<file path="config.mk">
export PLATFORM = sky130hd
export DESIGN_NAME = ps2_host_tx
export DESIGN_NICKNAME = d
export VERILOG_FILES = /design/src/rtl/ps2_host_tx.sv
export SDC_FILE = /design/constraint.sdc
export NUM_CORES = 1
export LEC_CHECK = 0
export ABC_AREA = 1
export BUFFER_PORTS_ARGS = -buffer_cell sky130_fd_sc_hd__buf_2
export CELL_PAD_IN_SITES_DETAIL_PLACEMENT = 1
export CELL_PAD_IN_SITES_GLOBAL_PLACEMENT = 2
export CORE_AREA = 2 2 104 106
export DETAILED_ROUTE_END_ITERATION = 12
export DIE_AREA = 0 0 106 108
export PLACE_DENSITY = 0.79
export SLEW_MARGIN = 20
export SYNTH_ARGS = -nofsm -noshare
export SYNTH_HDL_FRONTEND = slang
export SYNTH_SLANG_ARGS = --single-unit
</file>
<file path="constraint.sdc">
create_clock -name clk -period 2.1 [get_ports clk]
set_input_delay 0 -clock clk [delete_from_list [all_inputs] [get_ports clk]]
set_output_delay 0 -clock clk [all_outputs]
set_load 0.01 [all_outputs]
</file>
<file path="src/rtl/ps2_host_tx.sv">
// PS/2 host-to-device transmitter.
// Inhibits the bus, issues a request-to-send, shifts a command byte plus odd
// parity and stop bit on device-generated clock edges, then checks the
// device acknowledge. The PS/2 lines are open-drain: an _oe of 1 pulls the
// line low, 0 releases it.
module ps2_host_tx #(
   parameter int INHIBIT_CYCLES = 5000,
   parameter int TIMEOUT_CYCLES = 1000000
) (
   input  logic       clk,
   input  logic       rst,
   input  logic [7:0] tx_data,
   input  logic       tx_start,
   input  logic       ps2_clk_in,
   input  logic       ps2_data_in,
   output logic       ps2_clk_oe,
   output logic       ps2_data_oe,
   output logic       tx_busy,
   output logic       tx_done,
   output logic       tx_error
);

   typedef enum logic [2:0] {
      IDLE,
      INHIBIT,
      REQUEST,
      SHIFT,
      ACK,
      WAIT_IDLE,
      DONE,
      ERROR
   } state_t;

   // Last inhibit count, and the count on which data is pulled low so that it
   // is already low during the final inhibit cycle. When INHIBIT_CYCLES is 1
   // the data-low count never matches; the IDLE exit handles that case.
   localparam logic [12:0] INH_LAST = 13'(INHIBIT_CYCLES - 1);
   localparam logic [12:0] INH_DATA = 13'(INHIBIT_CYCLES - 2);
   localparam logic [19:0] TO_LAST  = 20'(TIMEOUT_CYCLES - 1);
   localparam logic        INH_ONE  = (INHIBIT_CYCLES == 1);

   state_t      state_reg;
   logic [12:0] inh_cnt_reg;
   logic [3:0]  bit_cnt_reg;
   logic [19:0] to_cnt_reg;
   logic [7:0]  data_reg;
   logic        parity_reg;
   logic        clk_oe_reg;
   logic        data_oe_reg;
   logic        busy_reg;
   logic        done_reg;
   logic        error_reg;

   logic [1:0]  clk_sync_reg;
   logic [1:0]  data_sync_reg;
   logic        clk_prev_reg;

   logic        clk_fall;
   logic        clk_synced;
   logic        data_synced;
   logic        timed_out;
   logic [3:0]  bit_cnt_inc;

   assign clk_synced  = clk_sync_reg[1];
   assign data_synced = data_sync_reg[1];
   assign clk_fall    = clk_prev_reg & ~clk_synced;
   assign timed_out   = (to_cnt_reg == TO_LAST);
   assign bit_cnt_inc = (bit_cnt_reg == 4'd11) ? 4'd11 : bit_cnt_reg + 4'd1;

   assign ps2_clk_oe  = clk_oe_reg;
   assign ps2_data_oe = data_oe_reg;
   assign tx_busy     = busy_reg;
   assign tx_done     = done_reg;
   assign tx_error    = error_reg;

   // Two-flop synchronizers plus the previous synced clock for edge detection;
   // lines idle high, so reset to 1 to avoid a phantom falling edge.
   always_ff @(posedge clk) begin
      if (!rst) begin
         clk_sync_reg  <= 2'b11;
         data_sync_reg <= 2'b11;
         clk_prev_reg  <= 1'b1;
      end else begin
         clk_sync_reg  <= {clk_sync_reg[0], ps2_clk_in};
         data_sync_reg <= {data_sync_reg[0], ps2_data_in};
         clk_prev_reg  <= clk_synced;
      end
   end

   // Transmit sequencer with registered line drives and status outputs.
   always_ff @(posedge clk) begin
      if (!rst) begin
         state_reg   <= IDLE;
         inh_cnt_reg <= '0;
         bit_cnt_reg <= '0;
         to_cnt_reg  <= '0;
         data_reg    <= '0;
         parity_reg  <= 1'b0;
         clk_oe_reg  <= 1'b0;
         data_oe_reg <= 1'b0;
         busy_reg    <= 1'b0;
         done_reg    <= 1'b0;
         error_reg   <= 1'b0;
      end else begin
         done_reg  <= 1'b0;
         error_reg <= 1'b0;
         unique case (state_reg)
            IDLE: begin
               clk_oe_reg  <= 1'b0;
               data_oe_reg <= 1'b0;
               busy_reg    <= 1'b0;
               if (tx_start) begin
                  data_reg    <= tx_data;
                  parity_reg  <= ~^tx_data;
                  inh_cnt_reg <= '0;
                  clk_oe_reg  <= 1'b1;
                  data_oe_reg <= INH_ONE;
                  busy_reg    <= 1'b1;
                  state_reg   <= INHIBIT;
               end
            end
            INHIBIT: begin
               inh_cnt_reg <= inh_cnt_reg + 13'd1;
               if (inh_cnt_reg == INH_DATA) begin
                  data_oe_reg <= 1'b1;
               end
               if (inh_cnt_reg == INH_LAST) begin
                  clk_oe_reg  <= 1'b0;
                  data_oe_reg <= 1'b1;
                  bit_cnt_reg <= '0;
                  to_cnt_reg  <= '0;
                  state_reg   <= REQUEST;
               end
            end
            REQUEST, SHIFT, ACK, WAIT_IDLE: begin
               to_cnt_reg <= to_cnt_reg + 20'd1;
               // Timeout wins over any edge arriving in the same cycle.
               if (timed_out) begin
                  clk_oe_reg  <= 1'b0;
                  data_oe_reg <= 1'b0;
                  error_reg   <= 1'b1;
                  state_reg   <= ERROR;
               end else begin
                  unique case (state_reg)
                     REQUEST: begin
                        if (clk_fall) begin
                           bit_cnt_reg <= 4'd1;
                           data_oe_reg <= ~data_reg[0];
                           state_reg   <= SHIFT;
                        end
                     end
                     SHIFT: begin
                        // bit_cnt_reg holds the number of edges seen so far.
                        if (clk_fall) begin
                           bit_cnt_reg <= bit_cnt_inc;
                           if (bit_cnt_reg < 4'd8) begin
                              data_oe_reg <= ~data_reg[bit_cnt_reg[2:0]];
                           end else if (bit_cnt_reg == 4'd8) begin
                              data_oe_reg <= ~parity_reg;
                           end else begin
                              data_oe_reg <= 1'b0;
                              state_reg   <= ACK;
                           end
                        end
                     end
                     ACK: begin
                        if (clk_fall) begin
                           bit_cnt_reg <= bit_cnt_inc;
                           if (!data_synced) begin
                              state_reg <= WAIT_IDLE;
                           end else begin
                              clk_oe_reg  <= 1'b0;
                              data_oe_reg <= 1'b0;
                              error_reg   <= 1'b1;
                              state_reg   <= ERROR;
                           end
                        end
                     end
                     WAIT_IDLE: begin
                        if (clk_synced && data_synced) begin
                           done_reg  <= 1'b1;
                           state_reg <= DONE;
                        end
                     end
                     default: begin
                     end
                  endcase
               end
            end
            DONE: begin
               busy_reg  <= 1'b0;
               state_reg <= IDLE;
            end
            ERROR: begin
               clk_oe_reg  <= 1'b0;
               data_oe_reg <= 1'b0;
               busy_reg    <= 1'b0;
               state_reg   <= IDLE;
            end
            default: begin
               state_reg <= IDLE;
            end
         endcase
      end
   end

endmodule

</file>
### Word level (Yosys, flattened, before mapping)

Cells that the tools add are included.

| word-level totals | value |
|---|---|
| register bits | 59 |
| output and inout port bits | 5 |
| word-level logic and storage cells | 126 |

| operators by class | value |
|---|---|
| $add $sub $neg | 3 |
| $lt $le $gt $ge | 2 |
| equality and inequality tests | 31 |
| mux-type cells | 47 |
| bitwise operators | 8 |
| reductions and logical operators | 21 |

Operators by type and width:

| kind | count |
|---|---|
| 20-bit case mux with 2 select lines | 1 |
| 4-bit != test, second input constant | 7 |
| 3-bit two-way mux | 9 |
| 13-bit == test, second input constant | 2 |
| 13-bit case mux with 2 select lines | 1 |
| 3-bit case mux with 4 select lines | 2 |
| 3-bit != test, second input constant | 7 |
| 20-bit by 1-bit adder with 20-bit output, second input constant | 1 |
| 20-bit == test, second input constant | 1 |
| 20-bit two-way mux | 1 |
| 4-bit two-way mux | 5 |
| 1-bit two-way mux | 19 |
| 4-bit case mux with 2 select lines | 2 |
| 13-bit by 1-bit adder with 13-bit output, second input constant | 1 |
| 13-bit two-way mux | 1 |
| 3-bit == test, second input constant | 4 |
| 9-bit AND reduction | 1 |
| 4-bit == test, second input constant | 2 |
| 2-bit AND reduction | 4 |
| 4-bit OR reduction | 2 |
| 8-bit XNOR reduction | 1 |
| 1-bit NOT | 7 |
| 7-bit AND reduction | 1 |
| 3-bit by 2-bit == test with 1-bit output, second input constant | 2 |
| 21 further kinds | 28 |

### Logic depth before layout (Yosys ltp)

Gate-level depths: netlist of run 1.

| logic depth | value |
|---|---|
| word-level depth | 8 |
| gate-level depth with buffers | 12 |

### Least setup slack after synthesis of run 1

Ideal clock, no wire load.

| timing | value |
|---|---|
| path kind | reg-to-reg |
| start | reg to_cnt_reg[0] |
| end | reg bit_cnt_reg[0] |
| library setup time | 70 ps |
| data arrival time | 1467 ps |
| setup slack | 564 ps |
| cell stages (with the launch flop) | 12 |
| path buffers | 0 |
| clock period less this slack | 1536 ps |
| cell sequence | dfxtp_1 ha_1 nand2_1 nor2_1 nand2_1 nor2_1 nand2_2 nand2_1 nand2_2 nand3_1 nand2_1 a21oi_1 |

| between the ends | value |
|---|---|
| longest elaborated chain between the ends | 3 |

RTL lines:

| element | line | RTL |
|---|---|---|
| start: declaration | 45 | `logic [19:0] to_cnt_reg;` |
| start signal: assignment | 136 | `to_cnt_reg <= to_cnt_reg + 20'd1;` |
| 20-bit == test | 67 | `assign timed_out = (to_cnt_reg == TO_LAST);` |
| 2-bit != test (no line) | - |  |
| 6-bit AND reduction (no line) | - |  |
| end signal: assignment | 155 | `bit_cnt_reg <= bit_cnt_inc;` |
| end signal: assignment | 168 | `bit_cnt_reg <= bit_cnt_inc;` |
| end: declaration | 44 | `logic [3:0] bit_cnt_reg;` |

No other way between the ends.
A chain may end at the register's enable or synchronous reset.

### Worst setup path after layout of run 1

| timing | value |
|---|---|
| start | reg to_cnt_reg[0] |
| end | reg state_reg[2] |

| between the ends | value |
|---|---|
| longest elaborated chain between the ends | 3 |
| elaborated cells on any way between the ends | 11 |

RTL lines:

| element | line | RTL |
|---|---|---|
| 20-bit == test * | 67 |  |
| 6-bit != test (no line), or another cell as far along | - |  |
| 9-bit AND reduction (no line) / 3-bit case mux with 4 select lines (equally long branches) | - |  |
| end signal: assignment | 93 | `state_reg <= IDLE;` |
| end signal: assignment | 119 | `state_reg <= INHIBIT;` |
| end signal: assignment | 132 | `state_reg <= REQUEST;` |
| end: declaration | 42 | `state_t state_reg;` |

Every way passes the cells marked *; elsewhere a longest branch is shown, timed or not.

==> key figures, run 1 <==
Synth
  – Mapped Cells: 522
  – Seq/Total Area, Yosys: 0.343
  – Synth Warn #: 0
  – Unique masters post-synth: 37
  – Post-synthesis adder-cell area fraction: 0.0182
  – Post-Synth XOR/XNOR Area: 0.0203
  – Post-synthesis mux area share: 0
  – Main combinational cell family by area after synthesis: simple AND/OR/NAND/NOR gates
  – Syn Std Cell Area: 3440 sq um
  – Syn_area_per_cell: 6.60 sq um
  – Post-Syn Nets: 540
  – Synth Area in Simple Gates: 0.386
  – Synth Register Bits: 59
  – Compound-Gate Fraction of Synth Area: 0.146

Setup path
  – Crit Path Category: reg -> reg
  – Critical path peak fanout: 5
  – FF-to-FF End: state_reg[2]
  – Crit. End Element: flip-flop
  – Crit Reg-Reg Startpoint: to_cnt_reg[0]
  – Worst Setup Start Kind: flip-flop
  – WP data required: 2.37 ns
  – Worst reg2reg path depth: 11
  – Arrival time at the worst endpoint: 2.08 ns
  – Reg2reg setup slack: 0.29 ns

Global routing
  – Antenna violations before repair: 0
  – First-pass GRT wire length: 16.8 mm
  – Vias in the first global route: 3499
  – Largest net degree at the start of global routing: 22
  – Gr ovfl total: 0
  – GRT Resource Usage Total: 0.185

Finish
  – Layout cell share with drive strength beyond 1: 0.153
  – Most frequent cells in the layout: 132 x nand2_1, 59 x dfxtp_1, 58 x nand3_1
  – Non-Filler Instances: 693
  – Max FFs per register: 20
  – Most common library cell in the layout ignoring fill and taps: nand2_1
  – Final #Nets: 571
  – Syn-to-layout area delta: 14.9%
  – Number of diodes: 0
  – Fill cell count: 1337

Clocking
  – Clock sink count: 59
  – CTS tree: yes
  – CTS max path bufs: 2
  – Worst-path clk slew: 0.07 ns
  – Setup bufs post-CTS: 0
  – Worst-Skew Late Latency: 0.34 ns
  – Number of buffers created by CTS: 9
  – H-tree Lvls: 3
  – Clock root cell: clkbuf_8

Die
  – Chip width: 106 um
  – Core footprint: 10200 sq um
  – Die area: 11400 sq um
  – Num rows: 37
  – Top-Level Pins: 18
  – Die height: 108 um
  – Initial core utilization: 0.337

STA
  – Clock skew after layout: 0.0133 ns
  – Period utilization: 0.860
  – Hold WS: 0.0403 ns
  – Peak Freq: 554 MHz
  – Slew margin rel.: 0.542
  – Slew @ Worst Pin: 0.686 ns
  – Final min period: 1.81 ns
  – Pins Over Slew Limit: 0
  – Setup_tns: 0 ns
  – Setup Viol. Count Final: 0
  – Final hold vios: 0
  – RSZ-0062 raised after global routing: false

Status
  – Outcome: finished clean

Min path
  – HP Class: in -> reg
  – WHS Path Cells: 3
  – Worst hold endpoint: data_reg[1]
  – HP Start: tx_data[1]

Route
  – Wire per inst: 14.2 um
  – WL final: 9.83 mm
  – Antenna viol nets, final: 0
  – DR iter-0 viols: 93
  – Routed vias: 3424
  – Via density: 4.94
  – # DRC: 0
  – TritonRoute pass-1 iters: 4

Power and ir drop
  – LEAKAGE: 0.00153 uW
  – Power Dens Cells: 955 nW/um^2
  – Maximum vdd drop: 322 uV

Placement
  – I/O Buffers: 17
  – Placed cells: 669
  – Detail Placement HPWL: 7.35 mm
  – GPL Wtd Cong: 0.838

Run
  – Max-Cap Viols: 0
## cell families after synthesis
kind of cell               Yosys count
AOI/OAI and AO/OA                   87
xor gates and xnor gates             8
adders and majority gates            5
buffers and inverters               74
DFF                                 59
and+or+nand+nor                    289
## Yosys cell counts (all sizes together)
library cell	number	share of area
nand3b	2	0.0044
buf	7	0.013
dfxtp	59	0.34
xor2	2	0.0051
clkbuf	7	0.0076
nand3	60	0.090
inv	59	0.064
o21ai	25	0.036
nand4	13	0.024
a31oi	2	0.0036
nand2	142	0.16
a211oi	5	0.012
ha	5	0.018
or2	7	0.013
xnor2	6	0.015
a31o	1	0.0025
o21bai	1	0.0022
clkinv	1	0.0025
a221oi	2	0.0087
o31ai	1	0.0022
nor3	9	0.021
a21oi	49	0.076
nor2	56	0.069
a22oi	1	0.0022
## layer usage
metal / track usage / part of all wire
met1: 0.242 / 0.50
met2: 0.309 / 0.46
met3: 0.0277 / 0.014
met4: 0.0742 / 0.018
met5: 0 / 0
## metrics by stage
step,area (sq um),worst slack (ns),power [uW],utilization
after floorplan,3440,0.564,2440,-
after global placement,3690,0.360,2820,0.361
after detailed placement,3690,0.311,2830,0.361
after CTS,3960,0.304,3830,0.387
after global routing,3960,0.118,4070,0.387
final,3960,0.294,3780,0.387
## worst max path at each step
stage	from	endpoint	slack (ns)	depth (start not counted)
3_5_place_dp	to_cnt_reg[1]	state_reg[2]	0.31	10
2_1_floorplan	to_cnt_reg[0]	bit_cnt_reg[0]	0.56	11
4_1_cts	to_cnt_reg[0]	state_reg[2]	0.30	11
5_1_grt	to_cnt_reg[1]	state_reg[2]	0.12	11
3_3_place_gp	to_cnt_reg[1]	state_reg[2]	0.36	10
6_report	to_cnt_reg[0]	state_reg[2]	0.29	11
## worst max-delay path: stages (launching register included)
cell and delay (ns):
dfxtp_1 0.37, ha_1 0.26, nand2_1 0.09, nor2_1 0.10
nand2_1 0.12, inv_2 0.11, nand3_1 0.18, nand2_1 0.15
nand3_2 0.13, nand2_1 0.08, nand2_1 0.05, nor2_1 0.11
## area by class of cell
type,instances,area (sq um),area share
inverter,60,230,0.0582
clock inverter,4,26.3,0.00664
timing repair buffer,34,235,0.0595
multi-input combinational,389,1960,0.496
clock buffer,11,151,0.0383
sequential,59,1180,0.299
tap,136,170,0.0430
## repair_timing
item | in CTS | in global routing
resized for setup | 0 | 0
setup endpoints to repair | 0 | 0
hold buffers | 9 | 0
hold endpoints to repair | 9 | 0
## power breakdown
group	internal (uW)	total [uW]	switching, uW	leakage [uW]
clock network	484	962	478	0.0000912
registers	1260	1370	108	0.000481
logic	453	1450	992	0.000955
total	2200	3780	1580	0.00153
No activity file was read; power rests on OpenSTA's default activity.
==> run 2, diff against run 1 <==
RECOVER_POWER = 25   (was default)
==> run 2 against run 1 <==
Register-to-register slack lost 0.04 ns. Critical path type unchanged. Routed wire length shrank 0.26%. Count of clock-buffer cells in the layout is the same. Flip-flop and latch count is the same. Sequential share of layout area grew 0.12 points. Die area is the same. Clock skew is essentially flat.
==> key figures, run 2 (synthesis results as in run 1) <==
STA
  – Setup_tns: 0 ns
  – Period utilization: 0.879
  – Setup Viol. Count Final: 0
  – Pins Over Slew Limit: 0
  – Clock skew after layout: 0.0133 ns
  – Worst setup margin: 0.254 ns
  – Final min period: 1.85 ns
  – Peak Freq: 542 MHz
  – Slew margin rel.: 0.542
  – RSZ-0062 raised after global routing: false
  – Final hold vios: 0
  – Slew @ Worst Pin: 0.687 ns

Global routing
  – First-pass GRT wire length: 16.8 mm
  – Vias in the first global route: 3499
  – Antenna violations before repair: 0
  – Gr ovfl total: 0
  – GRT Resource Usage Total: 0.185
  – Largest net degree at the start of global routing: 22

Setup path
  – Critical Path Source: to_cnt_reg[0]
  – Crit. End Element: flip-flop
  – Reg2reg setup slack: 0.25 ns
  – Critical path depth in cells: 11
  – WP data required: 2.37 ns
  – Critical path peak fanout: 5
  – Arrival time at the worst endpoint: 2.12 ns
  – Critical Path Slowest Stage Cell: dfxtp_1
  – Top cell by count, worst path: nand2_1
  – Cell family with most CP delay: simple AND/OR/NAND/NOR gates
  – Crit Path Category: reg -> reg
  – CP max stage delay: 0.37 ns
  – WP buf/inv: 1
  – Cell Chain, Critical Path: ha_1 -> nand2_1 -> nor2_1 -> nand2_1 -> inv_1 -> nand3_1 -> nand2_1 -> nand3_2 -> nand2_1 -> nand2_1 -> nor2_1
  – FF-to-FF End: state_reg[2]
  – Worst Setup Start Kind: flip-flop
  – Critical Path End: state_reg[2]
  – Crit Reg-Reg Startpoint: to_cnt_reg[0]
  – Worst reg2reg path depth: 11

Finish
  – Finished Cell Area: 3940 sq um
  – Layout cell share with drive strength beyond 1: 0.136
  – Most frequent cells in the layout: 133 x nand2_1, 59 x dfxtp_1, 58 x nand3_1
  – Number of diodes: 0
  – Final #Nets: 571
  – Max FFs per register: 20
  – Syn-to-layout area delta: 14.4%
  – Most common library cell in the layout ignoring fill and taps: nand2_1
  – Non-Filler Instances: 693

Min path
  – HP Class: in -> reg

Route
  – Met3 wire len: 159 um
  – Routed vias: 3421
  – Top routing layer in use: met4
  – WL final: 9.80 mm
  – WL met2: 4.57 mm
  – Met1 wire length: 4.90 mm
  – Wire per inst: 14.1 um
  – # DRC: 0
  – Via density: 4.94
  – TritonRoute pass-1 iters: 4
  – DR iter-0 viols: 119
  – Antenna viol nets, final: 0

Die
  – Die area: 11400 sq um
  – Die height: 108 um
  – Top-Level Pins: 18
  – Chip width: 106 um
  – Initial core utilization: 0.337
  – Core footprint: 10200 sq um
  – Num rows: 37

Power and ir drop
  – LEAKAGE: 0.00151 uW
  – Power Dens Cells: 953 nW/um^2
  – Net Sw Frac: 0.417
  – Psw: 1570 uW
  – Sequential share of power: 0.364
  – Clock Power Share: 0.255
  – Maximum vdd drop: 321 uV
  – Pint: 2190 uW
  – Combinational Power Share: 0.380

Placement
  – DP Worst Slack: 0.311 ns
  – I/O Buffers: 17
  – GPL Wtd Cong: 0.838
  – Placed Area: 3690 sq um
  – Detail Placement HPWL: 7.35 mm
  – Placed cells: 669

Clocking
  – Clock root cell: clkbuf_8
  – Number of buffers created by CTS: 9
  – Setup bufs post-CTS: 0
  – CTS max path bufs: 2
  – Worst-Skew Late Latency: 0.34 ns
  – Clock sink count: 59
  – Worst-path clk slew: 0.07 ns
  – H-tree Lvls: 3
  – CTS tree: yes

Status
  – Outcome: finished clean

Run
  – Max-Cap Viols: 0
-- run 2: timing repair --
item / in CTS / in global routing
hold buffers: 9 / 0
resized for setup: 0 / 0
endpoints found under the hold margin: 9 / 0
-- run 2: power by group through the flow --
stage	Clock, uW	Combinational (uW)	Sequential [uW]
floorplan	0	1060	1380
global placement	0	1430	1390
detailed placement	0	1440	1390
CTS	990	1470	1370
global route	1050	1620	1390
finish	959	1430	1370
-- run 2: per-layer routing --
layer	track usage	vias to the layer above
li1	-	1769
met1	0.242	1605
met2	0.309	32
met3	0.0277	15
met4	0.0742	0
met5	0	-
-- run 2: layout make-up --
type / count / area (sq um)
clock buffers: 11 / 151
clock inverters: 4 / 26.3
fillers: 1337 / 6290
inverters: 60 / 230
multi-input cells: 389 / 1950
flip-flops and latches: 59 / 1180
well taps: 136 / 170
repair buffers: 34 / 229
-- run 2: through the flow --
stage	util	hold slack, ns	power [uW]
after floorplan	-	0.107	2440
after global placement	0.361	0.187	2820
after detailed placement	0.361	0.190	2830
after CTS	0.387	0.0252	3830
after global routing	0.385	0.0406	4050
final	0.385	0.0413	3750
-- run 2: how the worst min path moves through the flow --
stage	start	endpoint	slack, ns	depth (start not counted)
after floorplan	ps2_clk_in	clk_sync_reg[0]	0.11	1
after global placement	ps2_clk_in	clk_sync_reg[0]	0.19	2
after detailed placement	ps2_data_in	data_sync_reg[0]	0.19	2
after CTS	tx_data[1]	data_reg[1]	0.03	3
after global routing	tx_data[1]	data_reg[1]	0.04	3
final	tx_data[1]	data_reg[1]	0.04	3
-- run 2: worst reg2reg max path, stage by stage, from the launching register on --
cell	delay (ns)
dfxtp_1	0.37
ha_1	0.26
nand2_1	0.09
nor2_1	0.10
nand2_1	0.11
inv_1	0.15
nand3_1	0.20
nand2_1	0.15
nand3_2	0.13
nand2_1	0.09
nand2_1	0.05
nor2_1	0.11
==> run 3, diff against run 2 <==
CORE_AREA = 2 2 100 102   (was 2 2 104 106)
DIE_AREA = 0 0 102 104   (was 0 0 106 108)
GPL_TIMING_DRIVEN = 0   (was default)
MAX_ROUTING_LAYER = met4   (was default)
PLACE_DENSITY = 0.85   (was 0.79)
clock period = 2.2 ns   (was 2.1 ns; I/O delays follow)
==> run 3 against run 2 <==
The flow now finishes with violations (hold timing). First-iteration DRC count down 34%. Sequential power down 3%. Register-to-register slack better by 0.02 ns.
==> key figures, run 3 (synthesis results as in run 1) <==
Status
  – Outcome: finished, violations left
  – Failing checks: hold timing

Clocking
  – Worst-path clk slew: 0.08 ns
  – Number of buffers created by CTS: 9
  – H-tree Lvls: 3
  – Clock sink count: 59
  – CTS tree: yes
  – CTS max path bufs: 2
  – Worst-Skew Late Latency: 0.34 ns
  – Clock root cell: clkbuf_8
  – Setup bufs post-CTS: 0

STA
  – Pins Over Slew Limit: 0
  – Slew margin rel.: 0.594
  – Final min period: 1.93 ns
  – Peak Freq: 519 MHz
  – Clock skew after layout: 0.0134 ns
  – Slew @ Worst Pin: 0.610 ns
  – Period utilization: 0.877
  – Final hold vios: 1
  – Setup Viol. Count Final: 0
  – RSZ-0062 raised after global routing: false
  – Setup_tns: 0 ns
  – Hold WS: -0.0108 ns

Global routing
  – Antenna violations before repair: 0
  – Vias in the first global route: 3654
  – Gr ovfl total: 0
  – GRT Resource Usage Total: 0.212
  – First-pass GRT wire length: 17.5 mm
  – Largest net degree at the start of global routing: 11

Route
  – TritonRoute pass-1 iters: 4
  – # DRC: 0
  – WL met2: 4.84 mm
  – Met3 wire len: 228 um
  – WL final: 10.1 mm
  – Routed vias: 3511
  – DR iter-0 viols: 79
  – Top routing layer in use: met4
  – Antenna viol nets, final: 0
  – Wire per inst: 14.6 um
  – Via density: 5.04
  – Met1 wire length: 4.80 mm

Setup path
  – Arrival time at the worst endpoint: 2.18 ns
  – Critical path peak fanout: 8
  – Crit. End Element: flip-flop
  – WP data required: 2.45 ns
  – Worst Setup Start Kind: flip-flop
  – Crit Path Category: reg -> reg

Die
  – Die height: 104 um
  – Die area: 10600 sq um
  – Initial core utilization: 0.361
  – Top-Level Pins: 18
  – Num rows: 36
  – Chip width: 102 um
  – Core footprint: 9550 sq um

Finish
  – Number of diodes: 0
  – Layout cell share with drive strength beyond 1: 0.131
  – Fill cell count: 1288
  – Final #Nets: 577
  – Most common library cell in the layout ignoring fill and taps: nand2_1
  – Syn-to-layout area delta: 15.2%
  – Max FFs per register: 20
  – Non-Filler Instances: 696
  – Most frequent cells in the layout: 134 x nand2_1, 58 x nand3_1, 58 x dfxtp_1

Placement
  – Placed cells: 672
  – Detail Placement HPWL: 7.78 mm
  – I/O Buffers: 17
  – GPL Wtd Cong: 0.860

Run
  – Max-Cap Viols: 0

Power and ir drop
  – Power Dens Cells: 956 nW/um^2
  – LEAKAGE: 0.00152 uW
  – Maximum vdd drop: 415 uV
  – Final Power: 3790 uW

Min path
  – HP Class: in -> reg
run 3: worst max-delay path, cell delays in order (launching register included):
cell and delay (ns):
dfxtp_1 0.43, nor2_1 0.11, nand2_1 0.30, clkinv_4 0.13, nor2_1 0.48, nand2_1 0.14
a221oi_2 0.24
run 3: final cells by class:
type	count	area, sq um	area share
Buffer	14	70.1	0.0177
Clock buffer	10	138	0.0347
Tap cell	133	166	0.0420
Sequential cell	59	1180	0.298
Timing Repair Buffer	26	168	0.0423
Multi-Input combinational cell	389	1930	0.488
Clock inverter	5	77.6	0.0196
Inverter	60	230	0.0580
run 3: power breakdown:
| group | internal (uW) | total, uW | switching [uW] |
|---|---|---|---|
| Combinational | 424 | 1340 | 914 |
| Sequential | 1210 | 1330 | 120 |
| Clock | 659 | 1130 | 466 |
| Total | 2290 | 3790 | 1500 |
run 3: repair_timing:
action / CTS / global route
setup endpoints to repair: 0 / 5
hold buffers: 9 / 0
gates resized for setup: 0 / 1
endpoints found under the hold margin: 9 / 0
run 3: metal layers:
metal | vias to the layer above | global-route usage
met3 | 19 | 0.0349
met2 | 45 | 0.342
met4 | 0 | 0.0800
met5 | - | -
li1 | 1781 | -
met1 | 1666 | 0.264
run 3: path summary, 6_finish.rpt:
kind	cells after the start	start	slack, ns	end
min	3	tx_data[5]	-0.01	data_reg[5]
min reg2reg	1	clk_sync_reg[0]	0.43	clk_sync_reg[1]
max reg2reg	6	state_reg[2]	0.27	inh_cnt_reg[3]
max	6	state_reg[2]	0.27	inh_cnt_reg[3]
run 3: through the flow:
stage / hold slack, ns / setup slack [ns] / util / cell area, sq um
final: -0.0108 / 0.272 / 0.415 / 3970
after global routing: 0.0234 / 0.0615 / 0.415 / 3970
after CTS: 0.00849 / 0.193 / 0.419 / 4000
after detailed placement: 0.189 / 0.199 / 0.387 / 3690
after global placement: 0.185 / 0.296 / 0.387 / 3690
after floorplan: 0.107 / 0.664 / - / 3440
